`config.mk`:
```
export PLATFORM = sky130hd
export DESIGN_NAME = xadc_threshold_ctrl
export DESIGN_NICKNAME = d
export VERILOG_FILES = /design/src/rtl/xadc_threshold_ctrl.sv
export SDC_FILE = /design/constraint.sdc
export NUM_CORES = 1
export LEC_CHECK = 0
export CORE_ASPECT_RATIO = 0.9
export CORE_UTILIZATION = 43
export DETAILED_ROUTE_END_ITERATION = 6
export HOLD_SLACK_MARGIN = 0.15
export PLACE_DENSITY = 0.8
export SLEW_MARGIN = 40
export SYNTH_ARGS = -nofsm -noshare
export SYNTH_HDL_FRONTEND = slang
export SYNTH_SLANG_ARGS = --single-unit
```
`constraint.sdc`:
```
create_clock -name clk -period 1.9 [get_ports clk]
set_input_delay 0.57 -clock clk [delete_from_list [all_inputs] [get_ports clk]]
set_output_delay 0.57 -clock clk [all_outputs]
set_load 0.01 [all_outputs]
```
`src/rtl/xadc_threshold_ctrl.sv`:
```
// Per-channel threshold monitor for XADC samples: capture, compare with hysteresis, write strobe.
// Optional XADC_DEBOUNCE_EN adds a per-channel saturating over-threshold counter before a flag may set.
module xadc_threshold_ctrl #(
    parameter int DATA_W = 12,
    parameter int UMB_W  = 8,
    parameter int NCH    = 4,
    parameter int DEB_N  = 3,
    localparam int CH_W  = (NCH > 1) ? $clog2(NCH) : 1
) (
    input  logic              clk,
    input  logic              rst,
    input  logic [UMB_W-1:0]  umbral_hi,
    input  logic [UMB_W-1:0]  umbral_lo,
    input  logic [DATA_W-1:0] Dato,
    input  logic [CH_W-1:0]   ch,
    // "new" is a reserved word, so the sample-available input is new_sample
    input  logic              new_sample,
    output logic [DATA_W-1:0] result,
    output logic [CH_W-1:0]   ch_out,
    output logic              WE2,
    output logic              rst_new,
    output logic [NCH-1:0]    flag,
    output logic              alarm_rise
);

    localparam int SH = DATA_W - UMB_W;

    if (UMB_W > DATA_W) begin : g_bad_umb_w
        $error("UMB_W must not exceed DATA_W");
    end
    if (DEB_N < 1) begin : g_bad_deb_n
        $error("DEB_N must be at least 1");
    end

    typedef enum logic [1:0] {S_IDLE, S_CMP, S_WR, S_WAIT} state_t;
    state_t state, state_nx;

    logic [DATA_W-1:0] hi_s, lo_s;
    logic              over, under, ch_ok, cur_flag, set_ok;

    always_comb begin
        state_nx = state;
        case (state)
            S_IDLE: if (new_sample) state_nx = S_CMP;
            S_CMP:  state_nx = S_WR;
            S_WR:   state_nx = S_WAIT;
            S_WAIT: if (!new_sample) state_nx = S_IDLE;
            default: state_nx = S_IDLE;
        endcase
    end

    always_ff @(posedge clk) begin
        if (rst) state <= S_IDLE;
        else     state <= state_nx;
    end

    always_ff @(posedge clk) begin
        if (rst) begin
            result <= '0;
            ch_out <= '0;
        end else if (state == S_IDLE && new_sample) begin
            result <= Dato;
            ch_out <= ch;
        end
    end

    // Thresholds are live inputs but only matter while in CMP.
    always_comb begin
        hi_s     = DATA_W'(umbral_hi) << SH;
        lo_s     = DATA_W'(umbral_lo) << SH;
        over     = result > hi_s;
        under    = result < lo_s;
        ch_ok    = ({1'b0, ch_out} < (CH_W+1)'(NCH));
        cur_flag = ch_ok ? flag[ch_out] : 1'b0;
    end

`ifdef XADC_DEBOUNCE_EN
    localparam int CNT_W = $clog2(DEB_N + 1);
    logic [CNT_W-1:0] cnt [NCH];
    logic [CNT_W-1:0] cnt_cur, cnt_nx;

    always_comb begin
        cnt_cur = ch_ok ? cnt[ch_out] : '0;
        cnt_nx  = '0;
        if (over) cnt_nx = (cnt_cur == CNT_W'(DEB_N)) ? cnt_cur : cnt_cur + 1'b1;
        set_ok  = over && (cnt_nx == CNT_W'(DEB_N));
    end

    always_ff @(posedge clk) begin
        if (rst) begin
            for (int i = 0; i < NCH; i++) cnt[i] <= '0;
        end else if (state == S_CMP && ch_ok) begin
            cnt[ch_out] <= cnt_nx;
        end
    end
`else
    always_comb set_ok = over;
`endif

    // Strobes are registered on the CMP->WR edge so they are high exactly in WR.
    always_ff @(posedge clk) begin
        if (rst) begin
            flag       <= '0;
            WE2        <= 1'b0;
            rst_new    <= 1'b0;
            alarm_rise <= 1'b0;
        end else begin
            WE2        <= 1'b0;
            rst_new    <= 1'b0;
            alarm_rise <= 1'b0;
            if (state == S_CMP) begin
                WE2     <= 1'b1;
                rst_new <= 1'b1;
                if (ch_ok) begin
                    if (set_ok) begin
                        flag[ch_out] <= 1'b1;
                        alarm_rise   <= !cur_flag;
                    end else if (under) begin
                        flag[ch_out] <= 1'b0;
                    end
                end
            end
        end
    end

endmodule

```
==> flow_metrics.py, run 1 <==
metrics = {
    "timing": {
        "period_share": 0.994,
        "worst_pin_slew_ns": 0.292,
        "fin_skew_ns": 0.00494,
        "tns_ns": 0,
        "hold_viol_final": 0,
        "final_max_slew_viol_count": 0,
        "fmax_mhz": 529,
        "rsz0062_at_grt": "yes",
        "relSlewSlack": 0.800,
        "holdWs_ns": 0.490,
        "fin_crit_ns": 1.89,
        "setup_viol": 0,
    },
    "clocking": {
        "cts_root_buf": "clkbuf_4",
        "worst_skew_pair.late_latency_ns": 0.31,
        "post_cts_buffers": 0,
        "cts_num_sinks": 22,
        "cts_buffers": 3,
        "cts_tree": "done",
        "clkTransAtPathRegs_ns": 0.12,
        "clockBufferDepth": 2,
        "holdBufCountCts": 0,
        "htreeDepth": 1,
    },
    "detailed_routing": {
        "antenna_left": 0,
        "drt_iter0_markers": 43,
        "route.vias.total": 1346,
        "wl_per_cell_microns": 15.4,
        "drc_errors": 0,
        "viasPerCell": 5.26,
        "postRouteWirelength_microns": 3950,
        "first_pass_iters": 4,
    },
    "die": {
        "dieArea_sq_mm": 0.00333,
        "io_pins": 54,
        "rows": 18,
        "die_w_microns": 60.7,
        "die_h_microns": 54.8,
        "core_area_sq_mm": 0.00284,
        "start_util": 0.470,
    },
    "global_routing": {
        "grtUsageTotal": 0.238,
        "met3_usage": 0.0496,
        "grt_pass1_vias": 1325,
        "grt_pass1_wl_microns": 5750,
        "top_usage_layer": "met2",
        "met2_usage": 0.456,
        "met1_usage": 0.265,
        "grt_max_degree": 21,
        "antenna_found_initial": 0,
        "grt.overflow.total": 0,
    },
    "placed_design": {
        "hpwl_microns": 2780,
        "io_buffers": 53,
        "place_congestion": 0.812,
    },
    "pwr": {
        "p_leak_uw": 0.000880,
        "vdd_ir_drop_max_v": 0.000623,
        "powerDensity_mw_per_mm2": 880,
        "power_uw": 1920,
    },
    "min_path": {
        "hold_end": "result[1]",
        "min_from": "result[1]",
        "hold_depth": 2,
        "min_path_type": "reg2reg",
    },
    "worst_setup_path": {
        "critPathRequiredTime_ns": 2.13,
        "start_kind": "primary input",
        "critPathLaunch": "umbral_hi[6]",
        "reg2reg_depth": 7,
        "end_kind": "flip-flop",
        "cp_max_fo": 5,
        "reg2reg_from": "result[6]",
        "rrSetupSlack_ns": 0.31,
        "critPathKind": "in2reg",
        "crit_arrival_ns": 2.11,
    },
    "cells_and_area": {
        "fin_util": 0.769,
        "final_layout_size_suffix_gt1_frac": 0.269,
        "synthToLayoutAreaGrowth_pct": 63.6,
        "final_nets": 271,
        "fillers": 211,
        "n_antenna_cell": 0,
    },
    "synth": {
        "ys_types": 33,
        "async_reset_ff_frac": 0,
        "synth.area.mux_share": 0.0244,
        "synth-main-ff-cell": "dfxtp_1",
        "syn_nets": 212,
        "avgSynthCellArea_sq_um": 8.39,
        "synth_edf_count": 0,
        "synth_warnings": 0,
        "synthAdderAreaFrac": 0.188,
        "synth_compound_area_frac": 0.184,
        "synth-simple-area-share": 0.199,
        "ys_ff_latch": 22,
        "yosysSeqAreaShare": 0.330,
        "synth_top_family_by_area": "simple AND/OR/NAND/NOR gates",
        "synthCells": 159,
        "synth_xor_area_frac": 0,
        "netlist_area_sq_mm": 0.00133,
    },
    "status": {
        "outcome": "finished clean",
    },
    "job": {
        "cap_violations": 0,
    },
}
critical path, cell delays in order:
cell             delay, ns
clkdlybuf4s50_1       0.48
inv_1                 0.07
ha_4                  0.29
nand3_1               0.08
a21boi_1              0.25
o31ai_4               0.12
o32ai_1               0.25
power by group:
group | internal [uW] | total (uW) | switching, uW
registers | 565 | 688 | 123
logic | 525 | 1020 | 492
clock network | 74.3 | 216 | 142
total | 1160 | 1920 | 757
per-stage QoR:
| step | instances | area (sq um) | setup slack [ns] |
|---|---|---|---|
| 6_report | 256 | 2180 | 0.0109 |
| 5_1_grt | 256 | 2180 | -0.0318 |
| 4_1_cts | 256 | 2050 | -0.0258 |
| 3_5_place_dp | 253 | 1930 | -0.467 |
| 3_3_place_gp | 253 | 1930 | -0.411 |
| 2_1_floorplan | 159 | 1330 | 0.148 |
timing repair:
item	CTS	global route
endpoints found under the setup margin	7	10
gates resized for setup	20	32
pin swaps	10	10
layer usage:
layer	wire length, microns	up-vias
li1	-	651
met1	1610	646
met2	2150	43
met3	157	6
met4	36	0
met5	0	-
final cells by class:
type / count / area, sq um / area share
clock buffer: 3 / 22.5 / 0.0103
multi-input combinational: 112 / 983 / 0.451
sequential: 22 / 462 / 0.212
inverter: 20 / 75.1 / 0.0344
tap: 40 / 50.0 / 0.0229
timing repair buffer: 59 / 589 / 0.270
worst max-delay path by stage:
| stage | slack, ns | depth (start not counted) | end |
|---|---|---|---|
| final | 0.01 | 7 | flip-flop |
| after global routing | -0.03 | 7 | flip-flop |
| after CTS | -0.03 | 8 | flip-flop |
| after detailed placement | -0.47 | 7 | flip-flop |
| after global placement | -0.41 | 7 | flip-flop |
| after floorplan | 0.15 | 7 | flip-flop |
cell families after synthesis:
kind of cell | count (synthesis)
AND/OR/NAND/NOR | 55
AO/OA/AOI/OAI | 35
buffers and inverters | 25
flip-flops | 22
adder cells (fa/ha/maj) | 20
multiplexers | 2
layout by cell type (no fill, tap or decap), types with 2 or more instances in the layout:
cell / instances
nor2b_1: 2
dfxtp_1: 11
nor2_1: 6
o32ai_2: 2
a211oi_2: 2
a211oi_1: 3
o21ai_2: 2
buf_4: 6
nor2b_2: 2
a21oi_2: 3
ha_1: 10
a21oi_1: 16
o32ai_1: 2
dlymetal6s2s_1: 6
nand2b_1: 3
clkbuf_4: 3
inv_1: 14
dfxtp_2: 8
inv_2: 6
nand2_1: 32
ha_4: 9
clkdlybuf4s50_1: 46
dfxtp_4: 3
cells in the mapped netlist (2+ instances only):
cell / instances / area, sq um
a211oi_1: 4 / 30.0
a21boi_1: 2 / 15.0
a21oi_1: 18 / 90.1
buf_2: 2 / 10.0
dfxtp_1: 22 / 440
ha_1: 20 / 250
inv_1: 20 / 75.1
nand2_1: 33 / 124
nand2b_1: 3 / 18.8
nor2_1: 7 / 26.3
nor2b_1: 3 / 18.8
o21ai_1: 2 / 10.0
o32ai_1: 3 / 26.3
(Power assumes the default switching activity.)
==> inputs of run 2 (changes only) <==
Settings changed: ABC_CLOCK_PERIOD_IN_PS from default to 1900, MAX_ROUTING_LAYER from default to met4.
==> results of run 2 <==
Same layout as run 1: the final DEF is identical, and so are final timing and power.
Among the figures that moved: final weighted congestion in routability-driven placement 0.812 -> 0.824; overall routing resource usage 0.238 -> 0.245
